File: config.mk
export PLATFORM = sky130hd
export DESIGN_NAME = board_mem_arbiter
export DESIGN_NICKNAME = d
export VERILOG_FILES = /design/src/rtl/board_mem_arbiter.sv
export SDC_FILE = /design/constraint.sdc
export NUM_CORES = 1
export LEC_CHECK = 0
export ABC_AREA = 1
export BUFFER_PORTS_ARGS = -buffer_cell sky130_fd_sc_hd__buf_2
export CORE_MARGIN = 10
export CORE_UTILIZATION = 38
export CTS_CLUSTER_DIAMETER = 120
export DETAILED_ROUTE_END_ITERATION = 8
export SYNTH_ARGS = -nofsm -noshare
export SYNTH_HDL_FRONTEND = slang
export SYNTH_SLANG_ARGS = --single-unit
File: constraint.sdc
create_clock -name clk -period 3.1 [get_ports clk]
set_input_delay 0.465 -clock clk [delete_from_list [all_inputs] [get_ports clk]]
set_output_delay 0.465 -clock clk [all_outputs]
set_load 0.02 [all_outputs]
File: src/rtl/board_mem_arbiter.sv
// rtl/board_mem_arbiter.sv - Connect4 board store with display/game arbitration and clear sequencer (option: BOARD_BLANK_WRITE_EN)
module board_mem_arbiter #(
    parameter int COLS   = 7,
    parameter int ROWS   = 6,
    parameter int CELL_W = 2,
    parameter int ADDR_W = 6
) (
    input  logic              clk,
    input  logic              reset,
    input  logic              disp_req,
    input  logic [ADDR_W-1:0] disp_addr,
    output logic [CELL_W-1:0] disp_data,
    output logic              disp_valid,
    input  logic              game_req,
    input  logic              game_we,
    input  logic [ADDR_W-1:0] game_addr,
    input  logic [CELL_W-1:0] game_wdata,
    output logic              game_ack,
    output logic [CELL_W-1:0] game_rdata,
    input  logic              clear_start,
    output logic              busy,
    input  logic              vblank,
    output logic [7:0]        stall_cnt
);

    localparam int NCELLS = COLS * ROWS;
    localparam logic [ADDR_W-1:0] LAST_ADDR = ADDR_W'(NCELLS - 1);
    localparam logic [0:0] ST_IDLE  = 1'b0;
    localparam logic [0:0] ST_CLEAR = 1'b1;

    logic [0:0]        state_q, state_d;
    logic [ADDR_W-1:0] clr_cnt_q, clr_cnt_d;
    logic [CELL_W-1:0] cells_q [NCELLS];
    logic [CELL_W-1:0] cells_d [NCELLS];
    logic              disp_valid_q, disp_valid_d;
    logic [CELL_W-1:0] disp_data_q, disp_data_d;
    logic              game_ack_q, game_ack_d;
    logic [CELL_W-1:0] game_rdata_q, game_rdata_d;
    logic [7:0]        stall_q, stall_d;

    logic in_idle;
    logic write_gate;
    logic game_grant;
    logic disp_in_range;
    logic game_in_range;

    assign in_idle       = (state_q == ST_IDLE);
    assign disp_in_range = (disp_addr <= LAST_ADDR);
    assign game_in_range = (game_addr <= LAST_ADDR);

`ifdef BOARD_BLANK_WRITE_EN
    // Writes wait for vertical blanking so the board never changes mid-frame.
    assign write_gate = !game_we || vblank;
`else
    logic unused_vblank;
    assign unused_vblank = vblank;
    assign write_gate    = 1'b1;
`endif

    // Display always wins; a clear request in the same cycle also blocks the game port,
    // and the ack cycle itself never grants so each transaction completes before the next.
    assign game_grant = in_idle && !clear_start && game_req && !disp_req
                        && !game_ack_q && write_gate;

    // Next state of the sequencer and the single store write port.
    always_comb begin
        state_d   = state_q;
        clr_cnt_d = clr_cnt_q;
        cells_d   = cells_q;
        if (in_idle) begin
            if (clear_start) begin
                state_d   = ST_CLEAR;
                clr_cnt_d = '0;
            end else if (game_grant && game_we && game_in_range) begin
                cells_d[game_addr] = game_wdata;
            end
        end else begin
            cells_d[clr_cnt_q] = '0;
            if (clr_cnt_q == LAST_ADDR) begin
                state_d   = ST_IDLE;
                clr_cnt_d = '0;
            end else begin
                clr_cnt_d = clr_cnt_q + 1'b1;
            end
        end
    end

    // Registered read responses; data is forced to 0 outside its valid/ack cycle.
    always_comb begin
        disp_valid_d = disp_req;
        disp_data_d  = (disp_req && in_idle && disp_in_range) ? cells_q[disp_addr] : '0;
        game_ack_d   = game_grant;
        game_rdata_d = (game_grant && !game_we && game_in_range) ? cells_q[game_addr] : '0;
        if (game_grant) begin
            stall_d = '0;
        end else if (game_req && (stall_q != 8'hFF)) begin
            stall_d = stall_q + 8'd1;
        end else begin
            stall_d = stall_q;
        end
    end

    // State, store and output registers; reset empties the board and abandons any transaction.
    always_ff @(posedge clk or posedge reset) begin
        if (reset) begin
            state_q      <= ST_IDLE;
            clr_cnt_q    <= '0;
            for (int i = 0; i < NCELLS; i++) begin
                cells_q[i] <= '0;
            end
            disp_valid_q <= 1'b0;
            disp_data_q  <= '0;
            game_ack_q   <= 1'b0;
            game_rdata_q <= '0;
            stall_q      <= '0;
        end else begin
            state_q      <= state_d;
            clr_cnt_q    <= clr_cnt_d;
            cells_q      <= cells_d;
            disp_valid_q <= disp_valid_d;
            disp_data_q  <= disp_data_d;
            game_ack_q   <= game_ack_d;
            game_rdata_q <= game_rdata_d;
            stall_q      <= stall_d;
        end
    end

    assign disp_valid = disp_valid_q;
    assign disp_data  = disp_data_q;
    assign game_ack   = game_ack_q;
    assign game_rdata = game_rdata_q;
    assign busy       = (state_q == ST_CLEAR);
    assign stall_cnt  = stall_q;

endmodule
After elaboration in Yosys (flattened, before gate mapping). Cells that the tools add are included.

Bits of input ports: 21. Bits in registers: 105. Logic and storage cells: 112. Output and inout bits: 15.

Bitwise logic cells: 6. Equality and inequality tests: 3. $lt $le $gt $ge: 7. Multiplexer cells: 24. Reduce and logical (&&, ||, !) cells: 21. Add/subtract/negate cells: 2.

Operators by type and width (number): two-way mux 84 bit (3); bitwise AND 84 bit (1); bitwise mux 84 bit (1); inverter 84 bit (1); binary-select mux 2 bit (select 6 bit) (2); demux 2 bit (select 6 bit) (2); greater-or-equal comparator 7 bit, second input constant (3); inverter 6 -> 7 bit (3); two-way mux 6 bit (3); two-way mux 2 bit (8); two-way mux 8 bit (2); less-than comparator 7 x 1 -> 1 bit, second input constant (2); logical AND 1 bit (13); less-or-equal comparator 6 bit, second input constant (2); adder 8 x 1 -> 8 bit, second input constant (1); != test 8 bit, second input constant (1); adder 6 x 1 -> 6 bit, second input constant (1); equality test 6 bit, second input constant (1); nonzero test 2 bit (3); logical NOT 1 bit (4); two-way mux 1 bit (3); != test 2 x 1 -> 1 bit, second input constant (1); AND reduction 2 bit (1); inverter 1 bit (1).

Longest topological paths before layout. Gate-level depths: netlist (run 1).

Depth after elaboration: 10. Depth in mapped cells: 13. Gate-level depth less buffers: 11.

Worst setup path after synthesis (run 1). No wires, ideal clock.

Kind: input -> register. Start: input game_addr[1]. End: register cells_q[36] (netlist name). Data arrival time: 1.502 ns. Setup time: 0.135 ns. Buffers on the path: 2. Stages on the path: 12. Path slack: 1.463 ns. Required time: 2.965 ns. Path through: buf_6 -> clkinv_2 -> nand2_2 -> inv_2 -> nand2_4 -> nor2_8 -> nor2_8 -> nand2_8 -> buf_8 -> nand3_4 -> o21ai_2 -> o22ai_1.

Longest elaborated chain between the ends: 9. Elaborated cells between the ends (all ways): 14. Classes of those cells: order compare (3); mux (6); bitwise (1); reduce/logical (4).

RTL lines: from (decl) (line 16) `input logic [ADDR_W-1:0] game_addr,`; inverter 6 -> 7 bit (implied by the code) (line 75) `cells_d[game_addr] = game_wdata;`; greater-or-equal comparator 7 bit (implied by the code) or less-than comparator 7 x 1 -> 1 bit (tied branches) (line 75); logical AND 1 bit (implied by the code) (line 75); two-way mux 2 bit (implied by the code) (line 75); demux 2 bit (select 6 bit) (line 75); bitwise mux 84 bit (line 75); two-way mux 84 bit (line 74) `end else if (game_grant && game_we && game_in_range) begin`; two-way mux 84 bit (line 71) `if (clear_start) begin`; two-way mux 84 bit (line 70) `if (in_idle) begin`; to (signal assigned) (line 119) `cells_q <= cells_d;`; to (decl) (line 33) `logic [CELL_W-1:0] cells_q [NCELLS];`.

Parallel ways exist; a longest one is shown, timed or not. The select of a mux whose other input is x is not followed. A chain may end at the register's enable or synchronous reset.

Worst setup path after layout (run 1).
Start: input game_addr[2]. End: register cells_q[59] (netlist name).

Same word-level chain as after synthesis.

==> results of run 1 <==
-- power groups by stage --
| stage | Sequential [mW] | Combinational, mW | Clock, mW |
|---|---|---|---|
| after floorplan | 1.58 | 0.394 | 0 |
| final | 1.51 | 0.718 | 1.21 |
| after global routing | 1.53 | 0.778 | 1.28 |
| after CTS | 1.51 | 0.712 | 1.24 |
| after detailed placement | 1.54 | 0.709 | 0 |
| after global placement | 1.53 | 0.703 | 0 |
-- logic make-up after synthesis --
logic type,after synthesis,synth area share [%]
compound gates,209,17.0
xor+xnor,4,0.494
fa+ha+maj,3,0.529
buf+inv,183,11.1
flops,105,37.0
simple gates,505,33.9
-- layer usage --
metal | vias to the layer above | part of all wire [%] | global-route usage (%)
met5 | - | 0.055 | 0
met4 | 2 | 2.8 | 7.10
met3 | 43 | 8.7 | 4.55
met2 | 313 | 44 | 29.9
met1 | 3221 | 44 | 26.0
li1 | 3339 | - | -
-- how the worst min path moves through the flow --
stage	slack [ns]	from	depth (start not counted)	endpoint
floorplan	0.50	cells_q[59]$_DFFE_PP0P_	2	cells_q[59]$_DFFE_PP0P_
global placement	0.51	cells_q[59]$_DFFE_PP0P_	2	cells_q[59]$_DFFE_PP0P_
detailed placement	0.53	cells_q[47]$_DFFE_PP0P_	2	cells_q[47]$_DFFE_PP0P_
CTS	0.27	reset	2	cells_q[58]$_DFFE_PP0P_
global route	0.29	disp_req	1	disp_valid$_DFF_PP0_
finish	0.24	reset	2	cells_q[58]$_DFFE_PP0P_
-- flip-flops by register name, indices dropped and copies added, names as in the netlist --
register	cells
disp_valid	1
cells_q	84
clr_cnt_q	6
disp_data	2
game_rdata	2
game_ack	1
stall_cnt	8
busy	1
-- per-stage QoR --
step | cells | hold WS (ns) | total power, mW | instance area, um2 | util (%)
5_1_grt | 1259 | 0.290 | 3.59 | 7780 | 42.9
3_5_place_dp | 1243 | 0.528 | 2.25 | 7470 | 41.2
2_1_floorplan | 1009 | 0.495 | 1.97 | 7100 | -
3_3_place_gp | 1243 | 0.510 | 2.24 | 7470 | 41.2
6_report | 1259 | 0.236 | 3.44 | 7780 | 42.9
4_1_cts | 1259 | 0.265 | 3.46 | 7780 | 42.9
-- area by class of cell --
class | count | area share, %
Tap cell | 229 | 3.68
Clock buffer | 10 | 3.07
Inverter | 133 | 6.50
Sequential cell | 105 | 33.8
Timing Repair Buffer | 55 | 4.70
Clock inverter | 6 | 0.869
Multi-Input combinational cell | 721 | 47.4
-- placed cells by master (no fill, tap or decap) --
cell	n
bufinv_16	1
or2_2	1
o21ai_2	10
inv_2	18
o211ai_1	2
nand2_8	1
nor3_1	12
clkinvlp_4	3
nand3_1	56
o21ai_0	31
nand4_1	6
clkinv_1	2
clkinv_2	3
clkbuf_16	9
nand2_2	3
xor2_1	3
nand2_4	2
xnor2_1	1
buf_12	3
inv_1	110
o21ai_1	50
buf_2	34
nand2_1	308
nor2_2	1
clkbuf_8	1
ha_1	3
o2111ai_1	1
nand3_4	10
clkinv_4	2
nor2_1	72
nor2_4	2
o22ai_1	91
a21oi_1	24
buf_4	18
nand3_2	29
nor2_8	2
dfrtp_1	105
==> reports/metrics.yaml, run 1 <==
synth.most_common_cell: "nand2_1"
rrSetupSlack_ns: 1.01
cp_max_fo: 43
dp_worst_setup_slack_ns: 0.562
critical_path_required_ns: 3.32
path_depth: 11
ir_drop_mv: 0.339
drt-vias-per-instance: 5.49
drc: 0
synth_top_area_cell: "dfrtp_1"
p_comb_share_pct: 20.9
synth_top_area_share_pct: 37.0
grt_pass1_wl_um: 37000
netlist_area_mm2: 0.00710
grt_start_max_net_pins: 56
layout_worst_path_cycle_share_pct: 70.9
setup-violations-final: 0
holdBufCountCts: 0
path_buf_inv: 3
gp_congestion: 0.924
min_period_ns: 2.20
setup-tns-final_ns: 0
n_antenna_cell: 0
fin_ws_ns: 0.904
max-cap-violations: 0
drive_gt1_share_pct: 14.9
row_count: 49
totalWireLength_um: 23700
worstReg2RegEnd: "cells_q[9]$_DFFE_PP0P_"
detail-route-antenna-nets: 0
synth-main-ff-cell: "dfrtp_1"
antenna_found_initial: 1
wl_per_cell_um: 18.8
critPathSlowestCell: "nand2_8"
area_growth_pct: 9.57
ys_seq_area_share_pct: 37.0
synth_seq_cells: 105
register_area_mm2: 0.00263
crit_start: "game_addr[2]"
power_density_mw_per_mm2: 443
outcome: "completed"
start_util_pct: 39.1
cts_setup_buffers: 0
swShare_pct: 34.0
syn-num-nets: 1033
hold_viol_final: 0
async_reset_ff_share_pct: 100
die_x_um: 157
grt_overflow_total: 0
clock_sinks: 105
ios: 36
tightestPinTransition_ns: 0.918
max_stage_delay_ns: 0.38
endpoint_kind: "register"
cts_tree: "built"
cp.arrival_ns: 2.42
core_mm2: 0.0181
synthCells: 1009
slew_headroom_pct: 38.6
hold_class: "in -> async"
ys_types: 35
synth_commonest_cells: "nand2_1, inv_1, dfrtp_1, o22ai_1, nor2_1"
cts_buffers: 9
cts-root-buf: "clkbuf_16"
slew_viol_final: 0
first_pass_iters: 5
dp_hpwl_um: 15900
die_y_um: 157
p_leak_nw: 3.45
grt_usage_pct: 19.4
power.net_switching_mw: 1.17
cts_max_level: 3
clk_latency_ns: 0.37
fin_skew_ns: 0.00970
drt-initial-drc-count: 765
fmax_mhz: 455
crit_chain: "buf_2 -> inv_2 -> nand2_2 -> inv_2 -> nand2_4 -> nor2_8 -> nor2_8 -> nand2_8 -> nand3_1 -> o21ai_1 -> o22ai_1"
yosys_warnings: 0
p_int_mw: 2.27
vias: 6918
die_area_mm2: 0.0245
post_cts_resized: 0
synth_edf_count: 0
r2r_start: "clr_cnt_q[0]$_DFFE_PP0P_"
nets: 1049
reg2reg_depth: 6
synthTopCellsByArea: "dfrtp_1, nand2_1, o22ai_1"
port-buffer-count: 34
multi_input_area_mm2: 0.00368
endpoint: "cells_q[59]$_DFFE_PP0P_"
path_delay_family: "simple AND/OR/NAND/NOR gates"
clkPwrFrac_pct: 35.3
rsz0062_at_grt: "false"
grt_pass1_vias: 6606
path_clk_slew_ns: 0.07
final.fill_count: 1920
path_class: "in -> reg"
critPathLaunchType: "primary input"
cts_buffer_depth: 2
avgSynthCellArea_um2: 7.03
seq_power_share_pct: 43.9
No activity file was read; power rests on OpenSTA's default activity.
==> run 2, diff against run 1 <==
clock period = 1.9 ns   (was 3.1 ns; I/O delays follow)
==> reports/metrics.yaml, run 2 (same netlist as run 1, synthesis figures left out) <==
area_growth_pct: 14.9
grt_pass1_vias: 6598
cp.arrival_ns: 1.96
grt_start_max_net_pins: 106
dp_hpwl_um: 16600
fmax_mhz: 584
r2r_start: "busy$_DFF_PP0_"
totalWireLength_um: 23400
rrSetupSlack_ns: 0.19
setup-tns-final_ns: 0
grt_usage_pct: 19.5
nets: 1087
grt_overflow_total: 0
clkPwrFrac_pct: 34.2
critPathLaunchType: "register"
setup-violations-final: 0
ir_drop_mv: 0.483
fin_util_pct: 44.9
drive_gt1_share_pct: 17.9
path_clk_slew_ns: 0.09
worstReg2RegEnd: "cells_q[57]$_DFFE_PP0P_"
vias: 7022
ios: 36
hold_class: "in -> async"
grt_pass1_wl_um: 37200
p_int_mw: 3.66
cp_max_fo: 28
endpoint_kind: "register"
seq_power_share_pct: 43.3
swShare_pct: 35.5
cts_buffer_depth: 2
min_period_ns: 1.71
fin_skew_ns: 0.0127
drt-initial-drc-count: 703
clock_sinks: 105
first_pass_iters: 8
cts_max_level: 3
final_common_cell: "nand2_1"
start_util_pct: 39.1
cts_buffers: 9
slew_headroom_pct: 61.7
p_leak_nw: 3.67
cts-root-buf: "clkbuf_16"
slew_viol_final: 0
detail-route-antenna-nets: 0
wl_per_cell_um: 18.1
power.net_switching_mw: 2.01
gp_congestion: 0.988
drt-vias-per-instance: 5.41
core_mm2: 0.0181
row_count: 49
final.fill_count: 1864
rsz0062_at_grt: "false"
die_x_um: 157
port-buffer-count: 34
cts_setup_buffers: 0
outcome: "completed"
power_density_mw_per_mm2: 696
n_antenna_cell: 0
tightestPinTransition_ns: 0.574
die_area_mm2: 0.0245
die_y_um: 157
holdBufCountCts: 0
largest_reg_flops: 84
path_class: "reg -> reg"
reg2reg_depth: 7
critical_path_required_ns: 2.15
layout_worst_path_cycle_share_pct: 90.1
p_comb_share_pct: 22.5
layout_common_cells: "nand2_1, inv_1, dfrtp_1"
drc: 0
post_cts_resized: 0
cts_tree: "built"
clk_latency_ns: 0.38
max-cap-violations: 0
antenna_found_initial: 0
top_register: "cells_q"
hold_viol_final: 0
-- run 2: power groups by stage --
| stage | registers (mW) | clock network, mW | logic, mW |
|---|---|---|---|
| after floorplan | 2.57 | 0 | 0.643 |
| final | 2.45 | 1.94 | 1.28 |
| after global routing | 2.48 | 2.05 | 1.38 |
| after global placement | 2.50 | 0 | 1.25 |
| after CTS | 2.46 | 1.97 | 1.27 |
| after detailed placement | 2.50 | 0 | 1.26 |
-- run 2: metrics by stage --
| step | total power, mW | area, um2 | std cells | hold WS (ns) | setup WS (ns) |
|---|---|---|---|---|---|
| floorplan | 3.22 | 7100 | 1009 | 0.316 | 0.285 |
| global placement | 3.75 | 7860 | 1281 | 0.490 | 0.0977 |
| detailed placement | 3.76 | 7860 | 1281 | 0.483 | 0.0991 |
| CTS | 5.69 | 8150 | 1297 | 0.0822 | 0.171 |
| global route | 5.91 | 8150 | 1297 | 0.0787 | 0.00789 |
| finish | 5.67 | 8150 | 1297 | 0.0704 | 0.188 |
-- run 2: how the worst max path moves through the flow --
stage | startpoint | endpoint | cells after the start
2_1_floorplan | busy$_DFF_PP0_ | cells_q[56]$_DFFE_PP0P_ | 7
3_3_place_gp | game_addr[4] | cells_q[13]$_DFFE_PP0P_ | 10
3_5_place_dp | game_addr[4] | cells_q[12]$_DFFE_PP0P_ | 10
4_1_cts | busy$_DFF_PP0_ | cells_q[57]$_DFFE_PP0P_ | 7
5_1_grt | busy$_DFF_PP0_ | cells_q[57]$_DFFE_PP0P_ | 7
6_report | busy$_DFF_PP0_ | cells_q[57]$_DFFE_PP0P_ | 7
-- run 2: layout make-up --
cell class | instances | area (um2) | area share (%)
Inverter | 133 | 505 | 6.20
Tap cell | 229 | 287 | 3.51
Sequential cell | 105 | 2630 | 32.2
Clock buffer | 9 | 225 | 2.76
Multi-Input combinational cell | 721 | 3680 | 45.2
Clock inverter | 7 | 72.6 | 0.890
Timing Repair Buffer | 93 | 751 | 9.21
-- run 2: metal layers --
metal,global-route usage (%),vias up,routed length (um),part of all wire [%]
met4,6.97,0,610,2.6
met5,0,-,0,0
met3,3.84,36,1550,6.6
met2,30.3,264,10500,45
met1,26.3,3305,10800,46
li1,-,3417,-,-
-- run 2: worst max-delay path, cell delays in order (launching register included) --
cell and delay (ns):
dfrtp_1 0.42, nor2_1 0.22, nand2_2 0.11, nor2_4 0.13
buf_12 0.25, nand3_1 0.19, o21ai_1 0.15, o22ai_1 0.09
